<file path="config.mk">
export PLATFORM = sky130hd
export DESIGN_NAME = std_mem_d1_loader
export DESIGN_NICKNAME = d
export VERILOG_FILES = /design/src/rtl/std_mem_d1_loader_pkg.sv /design/src/rtl/std_mem_d1_loader.sv
export SDC_FILE = /design/constraint.sdc
export NUM_CORES = 1
export LEC_CHECK = 0
export CAP_MARGIN = 20
export CELL_PAD_IN_SITES_DETAIL_PLACEMENT = 0
export CELL_PAD_IN_SITES_GLOBAL_PLACEMENT = 1
export CORE_UTILIZATION = 34
export DETAILED_ROUTE_END_ITERATION = 8
export PLACE_DENSITY_LB_ADDON = 0.12
export RECOVER_POWER = 25
export SETUP_SLACK_MARGIN = 0.02
export SYNTH_ARGS = -nofsm -noshare
export SYNTH_HDL_FRONTEND = slang
export SYNTH_SLANG_ARGS = --single-unit
</file>
<file path="constraint.sdc">
create_clock -name clk -period 2.99 [get_ports clk]
set_clock_uncertainty 0.2 [all_clocks]
set_input_delay 0.598 -clock clk [delete_from_list [all_inputs] [get_ports clk]]
set_output_delay 0.598 -clock clk [all_outputs]
set_load 0.05 [all_outputs]
</file>
<file path="src/rtl/std_mem_d1_loader_pkg.sv">
// Shared types and helpers for the std_mem_d1 stream loader.
// Latency: n/a (types and pure functions only).
// Backpressure: n/a.
package std_mem_d1_loader_pkg;

  // Loader FSM states, 3-bit encoding
  typedef enum logic [2:0] {
    ST_IDLE   = 3'd0,
    ST_ACCEPT = 3'd1,
    ST_WRITE  = 3'd2,
    ST_WAIT   = 3'd3,
    ST_FINISH = 3'd4
  } state_t;

  // Saturating minimum, used to clamp the requested length to the memory size
  function automatic int unsigned sat_min(input int unsigned a, input int unsigned b);
    return (a < b) ? a : b;
  endfunction

endpackage

</file>
<file path="src/rtl/std_mem_d1_loader.sv">
// Streams valid/ready words into a std_mem_d1 memory at addresses 0..len-1.
// Latency: go->in_ready 1 cycle; 3 cycles/word best case; go->done 3N+2 cycles.
// Backpressure: in_ready only in ACCEPT; each write waits for mem_done before the next word.
module std_mem_d1_loader #(
  parameter int WIDTH    = 32,
  parameter int SIZE     = 16,
  parameter int IDX_SIZE = 4
) (
  input  logic                clk,
  input  logic                reset,
  input  logic                go,
  input  logic [IDX_SIZE:0]   len,
  input  logic [WIDTH-1:0]    in_data,
  input  logic                in_valid,
  output logic                in_ready,
  output logic [IDX_SIZE-1:0] addr0,
  output logic [WIDTH-1:0]    write_data,
  output logic                write_en,
  input  logic                mem_done,
  output logic                done,
  output logic [IDX_SIZE:0]   count
);
  import std_mem_d1_loader_pkg::*;

  localparam int CW = IDX_SIZE + 1;

  state_t        state;
  logic [CW-1:0] idx;
  logic [CW-1:0] len_q;
  logic [CW-1:0] len_sat;
  logic [CW-1:0] idx_next;

  // Requested length clamped to the memory depth so addr0 can never pass SIZE-1
  assign len_sat  = CW'(sat_min(32'(len), 32'(SIZE)));
  assign idx_next = idx + CW'(1);

  // Single FSM with registered outputs; in_ready/write_en are set on entry to
  // ACCEPT/WRITE, and done is raised from FINISH so it lands one cycle after it.
  always_ff @(posedge clk) begin
    if (reset) begin
      state      <= ST_IDLE;
      idx        <= '0;
      count      <= '0;
      len_q      <= '0;
      addr0      <= '0;
      write_data <= '0;
      in_ready   <= 1'b0;
      write_en   <= 1'b0;
      done       <= 1'b0;
    end else begin
      in_ready <= 1'b0;
      write_en <= 1'b0;
      done     <= 1'b0;
      case (state)
        ST_IDLE: begin
          if (go) begin
            len_q <= len_sat;
            idx   <= '0;
            count <= '0;
            if (len_sat == '0) begin
              state <= ST_FINISH;
            end else begin
              state    <= ST_ACCEPT;
              in_ready <= 1'b1;
            end
          end
        end
        ST_ACCEPT: begin
          if (in_valid) begin
            write_data <= in_data;
            addr0      <= idx[IDX_SIZE-1:0];
            write_en   <= 1'b1;
            state      <= ST_WRITE;
          end else begin
            in_ready <= 1'b1;
          end
        end
        ST_WRITE: begin
          state <= ST_WAIT;
        end
        ST_WAIT: begin
          // No timeout: a memory that never answers parks the loader here
          if (mem_done) begin
            idx   <= idx_next;
            count <= count + CW'(1);
            if (idx_next == len_q) begin
              state <= ST_FINISH;
            end else begin
              state    <= ST_ACCEPT;
              in_ready <= 1'b1;
            end
          end
        end
        ST_FINISH: begin
          done  <= 1'b1;
          state <= ST_IDLE;
        end
        default: begin
          state <= ST_IDLE;
        end
      endcase
    end
  end

endmodule

</file>
==> out/results.ini <==
[drt]
firstDrtPassIters=6
wirelength_um=5760
drtIter0Drc=159
vias=2139
ant_nets=0
drc_errors=6
wl_per_cell_um=13.0
via_per_inst=4.84

[layout]
postLayoutCellArea_um2=3380
drive_above_1_share_pct=6.58
layout_common_cells=84 x clkdlybuf4s50_1, 83 x nand2_1, 57 x dfxtp_1
final_core_util_pct=52.6
multi_input_area_um2=1060
diodes=0
instances_no_fill=442
regArea_um2=1140
fill_cells=614
final_nets=404
final_common_cell=clkdlybuf4s50_1
area_delta_synth_final_pct=47.2

[critical_path]
start_kind=flop
cp-end-kind=primary output
worst-path-buf-inv=1
worst-path-stages=1
worstSetupPathType=flop to primary output
rr_startpoint=state[1]
critPathSlowestCell=clkdlybuf4s50_1
cp_data_arrival_time_ns=1.58
ff2ff_path_depth=5
path_delay_family=buffers and inverters
critPathLaunch=count[0]
crit_required_ns=2.19
cp_max_fo=5
cpPeakStageDelay_ns=0.83
crit_chain=clkdlybuf4s50_1

[floorplan]
dieArea_um2=7090
io_pins=86
start_util_pct=35.7
rows=29
dieHeight_um=84.2
core-area_um2=6420
fp.dieW_um=84.2

[clock_tree]
cts_hold_buf=0
clk_latency_ns=0.33
cts_sinks=57
cts_buffer_depth=2
cts_root_buf=clkbuf_8
postCtsResizedCells=0
cts_made_buffers=9
path_clk_slew_ns=0.06
h-tree-depth=3
post_cts_buffers=0
cts_tree=done

[synthesis]
syn_area_um2=2300
seq_area_frac_synth_pct=49.7
syn-num-nets=322
ys_seq_elements=57
avgSynthCellArea_um2=8.26
syn_inst=278
synth_area_leaders=dfxtp_1 50%, nand2_1 14%, a21oi_1 10%, nor2_1 2.1%, nand3b_1 2.0%
synth.top_cell.area_share_pct=49.7
ys_types=36
yosysWarningCount=0
synth_top_area_cell=dfxtp_1

[global_routing]
grt_max_degree=38
antenna_found_initial=0
grt-ovfl-total=0
grt_usage_pct=17.4
grt_pass1_vias=1982
grt_pass1_wl_um=9450

[sta]
slew_violations=35
rsz0062_at_grt=false
setup-violations-final=0
tightest_slew_ns=1.55
layout_min_cycle_time_ns=2.38
setup_ws_ns=0.614
fmax_mhz=421
post-route-period-util_pct=79.5
slew_headroom_pct=-3.55
finalSetupTns_ns=0
hold_viol_final=0
whs_ns=0.251

[placement]
gp_congestion=0.708
placed_cell_area_um2=3180
numPortBuffers=85
place_inst=426
dp_hpwl_um=3750
pre_cts_ws_ns=0.568

[hold_path]
hold_path_class=flop to flop
holdPathStages=2
hold_path_startpoint=write_data[9]

[run_status]
run_status=complete, but fails checks
violations=design-rule violations, max-capacitance violations, max-slew violations

[power]
p_total_mw=1.82
power_density_nw_per_um2=539
p_leak_nw=1.20
peakVddDrop_uv=276

[flow_run]
maxCapViolCount=1

-- sequential cells by signal (all words and copies together) (netlist names) --
signal	count
addr0	4
count	5
done	1
idx	5
in_ready	1
len_q	5
state	3
write_data	32
write_en	1
-- per-layer routing --
metal	track usage, %	vias to the layer above	wire, um
met3	7.96	5	449
li1	-	1103	-
met5	0	-	0
met4	7.99	0	75
met2	26.3	57	2630
met1	21.1	974	2610
-- final timing paths --
kind,endpoint,slack (ns)
worst min register to register,write_data[9],0.25
worst min-delay path,write_data[9],0.25
worst max register to register,write_data[7],0.93
worst max-delay path,count[0],0.61
-- synthesized netlist by cell type, drive strengths merged --
library cell	instances
or4	1
nand3b	6
o21ai	6
xnor2	4
buf	10
nor3	4
ha	2
dfxtp	57
mux2i	2
or4b	1
and3	1
nand2	84
xor2	5
nor2b	2
or3	2
and4b	1
o2111ai	3
o21ba	1
a22oi	2
nor4b	2
and4	1
nor2	13
nand4b	1
a21oi	48
nand4	2
a32o	1
clkbuf	9
o221a	1
nand3	6
-- where the power goes --
group	internal, mW	switching, mW	total (mW)
sequential	0.786	0.0208	0.807
clock	0.452	0.296	0.749
combinational	0.111	0.156	0.267
total	1.35	0.473	1.82
-- area by class of cell --
cell class / instances / share of cell area, %
flip-flops and latches: 57 / 33.8
well taps: 77 / 2.85
repair buffers: 90 / 26.0
clock inverters: 2 / 1.04
clock buffers: 14 / 5.11
multi-input cells: 202 / 31.3
-- kinds of logic after synthesis --
| group | synth area share [%] |
|---|---|
| AND/OR/NAND/NOR | 25.7 |
| flip-flops | 49.7 |
| adder cells (fa/ha/maj) | 1.09 |
| buffers and inverters | 4.25 |
| multiplexers | 0.872 |
| AO/OA/AOI/OAI | 14.9 |
| XOR/XNOR | 3.43 |
(Power assumes the default switching activity.)
